[src/rtl/branch_predictor.sv]
// IF-stage dynamic branch predictor: direct-mapped table of 2-bit saturating
// counters with a BTB (tag + target), plus saturating performance counters.
module branch_predictor #(
  parameter int         INDEX_BITS = 6,
  parameter int         TAG_BITS   = 30 - INDEX_BITS,
  parameter logic [1:0] CNT_INIT   = 2'b01
) (
  input  logic        clk,
  input  logic        reset,
  input  logic [31:0] pc_IF,
  output logic        prediction_IF,
  output logic        hit_IF,
  output logic [31:0] target_IF,
  input  logic        update_EX,
  input  logic [31:0] pc_EX,
  input  logic        btaken_EX,
  input  logic [31:0] target_EX,
  input  logic        misprediction_EX,
  output logic [31:0] branch_count,
  output logic [31:0] mispredict_count
);

  localparam int ENTRIES = 1 << INDEX_BITS;

  logic [ENTRIES-1:0]  valid_q, valid_d;
  logic [1:0]          cnt_q [ENTRIES];
  logic [1:0]          cnt_d [ENTRIES];
  logic [TAG_BITS-1:0] tag_q [ENTRIES];
  logic [TAG_BITS-1:0] tag_d [ENTRIES];
  logic [31:0]         tgt_q [ENTRIES];
  logic [31:0]         tgt_d [ENTRIES];

  logic [31:0] branch_count_q, branch_count_d;
  logic [31:0] mispredict_count_q, mispredict_count_d;

  logic [INDEX_BITS-1:0] if_idx, ex_idx;
  logic [TAG_BITS-1:0]   if_tag, ex_tag;
  logic                  ex_match;

  assign if_idx = pc_IF[INDEX_BITS+1:2];
  assign if_tag = pc_IF[31:INDEX_BITS+2];
  assign ex_idx = pc_EX[INDEX_BITS+1:2];
  assign ex_tag = pc_EX[31:INDEX_BITS+2];

  // Word-aligned PCs: the low two bits never select anything.
  logic unused_pc_bits;
  assign unused_pc_bits = ^{pc_IF[1:0], pc_EX[1:0]};

  // Lookup reads the registered table only, so a same-cycle update is not bypassed.
  always_comb begin
    hit_IF        = valid_q[if_idx] && (tag_q[if_idx] == if_tag);
    prediction_IF = hit_IF && cnt_q[if_idx][1];
    target_IF     = prediction_IF ? tgt_q[if_idx] : (pc_IF + 32'd4);
  end

  assign ex_match = valid_q[ex_idx] && (tag_q[ex_idx] == ex_tag);

  always_comb begin
    valid_d = valid_q;
    cnt_d   = cnt_q;
    tag_d   = tag_q;
    tgt_d   = tgt_q;
    if (update_EX) begin
      if (ex_match) begin
        if (btaken_EX) begin
          if (cnt_q[ex_idx] != 2'b11) begin
            cnt_d[ex_idx] = cnt_q[ex_idx] + 2'b01;
          end
          tgt_d[ex_idx] = target_EX;
        end else if (cnt_q[ex_idx] != 2'b00) begin
          cnt_d[ex_idx] = cnt_q[ex_idx] - 2'b01;
        end
      end else begin
        valid_d[ex_idx] = 1'b1;
        tag_d[ex_idx]   = ex_tag;
        tgt_d[ex_idx]   = target_EX;
        cnt_d[ex_idx]   = btaken_EX ? 2'b10 : CNT_INIT;
      end
    end
  end

  always_comb begin
    branch_count_d     = branch_count_q;
    mispredict_count_d = mispredict_count_q;
    if (update_EX) begin
      if (branch_count_q != 32'hFFFF_FFFF) begin
        branch_count_d = branch_count_q + 32'd1;
      end
      if (misprediction_EX && (mispredict_count_q != 32'hFFFF_FFFF)) begin
        mispredict_count_d = mispredict_count_q + 32'd1;
      end
    end
  end

  always_ff @(posedge clk) begin
    if (reset) begin
      valid_q            <= '0;
      branch_count_q     <= '0;
      mispredict_count_q <= '0;
      for (int i = 0; i < ENTRIES; i++) begin
        cnt_q[i] <= CNT_INIT;
      end
    end else begin
      valid_q            <= valid_d;
      cnt_q              <= cnt_d;
      branch_count_q     <= branch_count_d;
      mispredict_count_q <= mispredict_count_d;
    end
  end

  // Tags and targets are only meaningful behind a valid bit, so they carry no reset.
  always_ff @(posedge clk) begin
    if (!reset) begin
      tag_q <= tag_d;
      tgt_q <= tgt_d;
    end
  end

  assign branch_count     = branch_count_q;
  assign mispredict_count = mispredict_count_q;

endmodule

[config.mk]
export PLATFORM = sky130hd
export DESIGN_NAME = branch_predictor
export DESIGN_NICKNAME = d
export VERILOG_FILES = /design/src/rtl/branch_predictor.sv
export SDC_FILE = /design/constraint.sdc
export NUM_CORES = 2
export LEC_CHECK = 0
export BUFFER_PORTS_ARGS = -buffer_cell sky130_fd_sc_hd__buf_4
export CAP_MARGIN = 30
export CORE_MARGIN = 5
export CORE_UTILIZATION = 46
export DETAILED_ROUTE_END_ITERATION = 12
export HOLD_SLACK_MARGIN = 0.02
export PLACE_DENSITY = 0.67
export SETUP_SLACK_MARGIN = 0.02
export SYNTH_ARGS = -nofsm -noshare
export SYNTH_HDL_FRONTEND = slang
export SYNTH_SLANG_ARGS = --single-unit
[constraint.sdc]
create_clock -name clk -period 4.83 [get_ports clk]
set_clock_uncertainty 0.2 [all_clocks]
set_input_delay 0.2415 -clock clk [delete_from_list [all_inputs] [get_ports clk]]
set_output_delay 0.2415 -clock clk [all_outputs]
set_load 0.01 [all_outputs]
* Word-level counts from Yosys, hierarchy flattened
Index checks and enable logic that the tools add are counted.
Storage, ports and cells: flip-flop bits (word level) 3840, input port bits 101, output and inout bits 98, logic and storage cells 272
Cells by class: add/sub/neg operators 5, $lt $le $gt $ge 6, equality and inequality tests 8, multiplexer cells 40, bitwise gates (word level) 5, reductions and logical operators 13
Operator list (number):
- 2048-bit 2-to-1 mux | 2
- 2048-bit bitwise mux | 1
- 1536-bit bitwise mux | 1
- 128-bit 2-to-1 mux | 4
- 128-bit bitwise mux | 3
- 24-bit binary-select mux with 6-bit select | 2
- 32-bit binary-select mux with 6-bit select | 1
- 32-bit demux with 6-bit select | 1
- 24-bit demux with 6-bit select | 1
- 32-bit 2-to-1 mux | 4
- 24-bit 2-to-1 mux | 5
- 32-bit by 1-bit adder with 32-bit output (second input constant) | 2
- 32-bit inequality test (second input constant) | 2
- 64-bit bitwise OR | 1
- 24-bit equality test | 2
- 32-bit by 3-bit adder with 32-bit output (second input constant) | 1
- 2-bit binary-select mux with 6-bit select | 2
- 7-bit greater-or-equal comparator (second input constant) | 2
- 6-bit by 7-bit < comparator with 1-bit output (second input constant) | 2
- 6-bit inverter with 7-bit output | 2
- 1-bit binary-select mux with 6-bit select | 2
- 2-bit demux with 6-bit select | 1
- 2-bit 2-to-1 mux | 6
- 3-bit AND reduction | 3
- other kinds (12) | 24

* Logic depth before layout (Yosys ltp)
word-level depth 9, mapped depth 22, mapped depth without buffers 14

* Worst setup path before layout
No wires, ideal clock.
kind input to register, from input pc_EX[4], to register tgt_q[256] (netlist bit) (enable), setup time 421 ps, arrival time 4174 ps, required time 4209 ps, slack 35 ps, stages on the path 15, path buffers 5, cells stage by stage buf_4 buf_2 buf_6 buf_2 mux2i_1 o22ai_1 a221oi_1 nor2_1 or4_1 xnor2_1 nand4_1 or2_2 o21ai_2 buf_2 nor2_1
On the way: word-level cells in the longest chain between the ends 8, elaborated cells on any way between the ends 10, classes of those cells eq/ne: 2; mux: 5; bitwise: 1; reduce/logical: 2
RTL lines:
- from (decl) | line 15 | input logic [31:0] pc_EX,
- 6-bit inverter with 7-bit output (implied by the code) | line 56 | assign ex_match = valid_q[ex_idx] && (tag_q[ex_idx] == ex_tag);
- 24-bit binary-select mux with 6-bit select | line 56
- 24-bit 2-to-1 mux (implied by the code) (2 in a row) | line 56
- 24-bit equality test | line 56
- 1-bit logical AND (*) | line 56
- 2-bit inequality test (no source line) (*)
- 3-bit AND reduction (no source line) (*)
- to (signal assigned) | line 115 | tgt_q <= tgt_d;
- to (decl) | line 30 | logic [31:0] tgt_q [ENTRIES];
Every way passes the cells marked *; elsewhere a longest branch is shown, timed or not. The select of a mux whose other input is x is not followed. A chain may end at the register's enable or synchronous reset.

* Worst setup path after layout
from register tag_q[2] (netlist bit), to output target_IF[6]
On the way: word-level cells in the longest chain between the ends 7
RTL lines:
- from (decl) | line 28 | logic [TAG_BITS-1:0] tag_q [ENTRIES];
- from (signal assigned) | line 114 | tag_q <= tag_d;
- 24-bit binary-select mux with 6-bit select | line 51 | hit_IF = valid_q[if_idx] && (tag_q[if_idx] == if_tag);
- 24-bit 2-to-1 mux (implied by the code) (2 in a row) | line 51
- 24-bit equality test | line 51
- 1-bit logical AND | line 51
- 1-bit logical AND | line 52 | prediction_IF = hit_IF && cnt_q[if_idx][1];
- 32-bit 2-to-1 mux | line 53 | target_IF = prediction_IF ? tgt_q[if_idx] : (pc_IF + 32'd4);
- to (decl) | line 13 | output logic [31:0] target_IF,
No other way between the ends. The select of a mux whose other input is x is not followed.

==> metrics.yaml <==
clocking:
  htree_levels: 5
  worstSkewPairLatency_ns: 0.98
  cts_tree: "built"
  cts-root-buf: "clkbuf_16"
  path_clk_slew_ns: 0.06
  clock_path_buffers: 4
  clock-sinks: 3840
  cts_buffers: 392
setup_path:
  r2r_end: "tgt_q[121]"
  crit_top_cell: "mux4_2"
  crit_path_top_delay_cell: "mux4_2"
  start_kind: "flop"
  critical_path_depth: 12
  worst-path-buf-inv: 4
  crit_fanout: 8
  worstPathCellList: "mux4_2 -> mux4_2 -> mux4_2 -> xnor2_2 -> nand4_1 -> nor3_2 -> buf_4 -> nand4_1 -> buf_6 -> buf_16 -> mux2_4 -> buf_6"
  ff2ff_path_depth: 16
  worst_path_dominant_cell_family: "multiplexers"
  worstSetupPathType: "reg2out"
  critPathMaxStageDelay_ns: 0.69
  rr_startpoint: "tag_q[428]"
  cp-end-kind: "primary output"
  r2r_setup_slack_ns: 0.09
  critPathRequiredTime_ns: 4.39
  cp.arrival_ns: 5.20
place:
  gp_congestion: 0.977
  dp_hpwl_mm: 362
  io_buffers: 196
floorplanning:
  fp.dieH_um: 606
  ios: 199
  die_x_um: 606
  rows: 219
  core_mm2: 0.355
  start_util: 0.460
  dieArea_mm2: 0.368
synth:
  synth.most_common_cell: "edfxtp_1"
  synth_enable_flop_cells: 3584
  synthArstFlopShare: 0
  ys_top_cells_by_count: "3,584 x edfxtp_1, 1,351 x mux4_2, 301 x nor2_1"
  syn_avg_cell_area_um2: 19.8
  synthFlopType: "edfxtp_1"
  postSynthRegisterBits: 3840
  synth_nets: 8357
  ys_warn_count: 0
  seq_area_frac_synth: 0.690
  syn_area_mm2: 0.164
  synth_cells: 8251
  synth_area_leaders: "edfxtp_1 66%, mux4_2 19%, dfxtp_1 3.1%"
  synth_area_leader_cell: "edfxtp_1"
  synth.distinct_cells: 92
  synth.top_cell.area_share: 0.658
grt:
  track_usage: 0.293
  overflow: 0
  grt_pass1_vias: 96200
  grt_max_degree: 105
  grt_pass1_wl_mm: 759
  antenna_found_initial: 37
sta:
  setup_ws_ns: -0.812
  period_minus_slack_ns: 5.64
  rsz0062_at_grt: "true"
  fmax_ghz: 0.177
  setup_viol: 34
  hold_violations: 0
  finalCritPeriodShare: 1.17
  slew_headroom: 0.336
  tightest_slew_ns: 0.997
  whs_ns: 0.158
  final-max-slew-violation-count: 0
cells_and_area:
  syn2layout_area_growth_pct: 19.3
  fillerInstances: 26500
  fin_nets: 9391
  final_layout_size_suffix_gt1_frac: 0.360
  multi_input_area_mm2: 0.0489
  final-seq-area_mm2: 0.113
route:
  drcViolationCount: 0
  drt_iter0_markers: 15000
  vias: 97200
  vias_per_cell: 6.76
  antenna_left: 0
  routedWlPerCell_um: 38.2
  routed_wl_mm: 549
  drtPass1Iterations: 8
run:
  maxCapViolCount: 0
min_path:
  min_path_cells: 5
  hold_path_class: "in2reg"
  min_from: "misprediction_EX"
  min_to: "mispredict_count[0]"
pwr:
  power_density_mw_per_mm2: 370
  ir_worst_vdd_uv: 425
  power_uw: 72200
  p_leak_uw: 0.0623
outcome:
  outcome: "finished, violations left"
  violations: "setup timing"
## tightest hold or removal path, delay by kind of cell
kind | cells | cell delay [ns]
buffers and inverters | 2 | 0.64
xor gates and xnor gates | 1 | 0.08
and+or+nand+nor | 1 | 0.07
AOI/OAI and AO/OA | 1 | 0.23
## cell families (layout without fill, tap and decap cells)
logic type,after synthesis,after routing,share of synthesized area
AO/OA/AOI/OAI,968,968,0.0441
XOR/XNOR,121,121,0.00648
adder cells (fa/ha/maj),5,5,0.000383
buffers and inverters,639,2008,0.0190
flip-flops,3840,3840,0.690
multiplexers,1774,1774,0.213
other,0,15,0
AND/OR/NAND/NOR,904,904,0.0275
## worst max-delay path by stage
stage,start,to,slack (ns)
after global placement,pc_EX[2],tgt_q[1330],-0.66
after detailed placement,pc_IF[2],target_IF[4],-0.56
after global routing,tag_q[2],target_IF[6],-0.79
after CTS,tag_q[1270],target_IF[4],-0.76
final,tag_q[2],target_IF[6],-0.81
after floorplan,pc_EX[4],tgt_q[256],0.03
## sequential cells by signal, summed over array words and instances (netlist names)
name and cells:
tag_q 1536, cnt_q 128, mispredict_count 32, valid_q 64, tgt_q 2048, branch_count 32
## per-stage QoR
stage,TNS [ns],worst slack (ns),cell area (um2),instances,util
2_1_floorplan,0,0.0348,164000,8251,-
3_5_place_dp,-1450.56,-0.556,181000,13600,0.511
4_1_cts,-22.36,-0.756,195000,14400,0.549
3_3_place_gp,-1973.90,-0.656,181000,13500,0.509
6_report,-23.91,-0.812,195000,14400,0.549
5_1_grt,-23.61,-0.787,195000,14400,0.549
## per-layer routing
layer  up-vias  part of all wire  track usage
met4        14             0.072        0.170
li1      37300                 -            -
met1     50900              0.35        0.376
met5         -           0.00018            0
met2      7369              0.46        0.453
met3      1734              0.12       0.0805
## power breakdown
group	internal, uW	leakage [uW]	switching (uW)	total (uW)
Clock	17000	0.00616	13100	30100
Sequential	36500	0.0343	54.0	36500
Combinational	2250	0.0218	3300	5550
Total	55700	0.0623	16500	72200
## layout by cell type (no fill, tap or decap), drive strengths merged, types with 130 or more instances in the layout
cell type,synthesis,routed
a221oi,130,130
a22oi,142,142
buf,349,1195
clkbuf,271,468
clkinv,0,191
dfxtp,256,256
edfxtp,3584,3584
mux2,136,136
mux2i,287,287
mux4,1351,1351
nand2,227,227
nor2,302,302
## area by class of cell
class,count,area share
Tap cell,4751,0.0305
Clock buffer,467,0.0525
Timing Repair Buffer,1260,0.0755
Clock inverter,262,0.0125
Inverter,19,0.000436
Sequential cell,3840,0.578
Multi-Input combinational cell,3772,0.251
Antenna cell,15,0.000192
## timing repair
action                                 in CTS  in global routing
gates cloned                                1                  1
buffers inserted                            3                  2
endpoints found under the hold margin    3771                  0
setup endpoints to repair                  34                136
pin swaps                                   5                  5
hold buffers                               65                  0
gates resized for setup                    28                 34
Power figures use the tool's default switching activity.
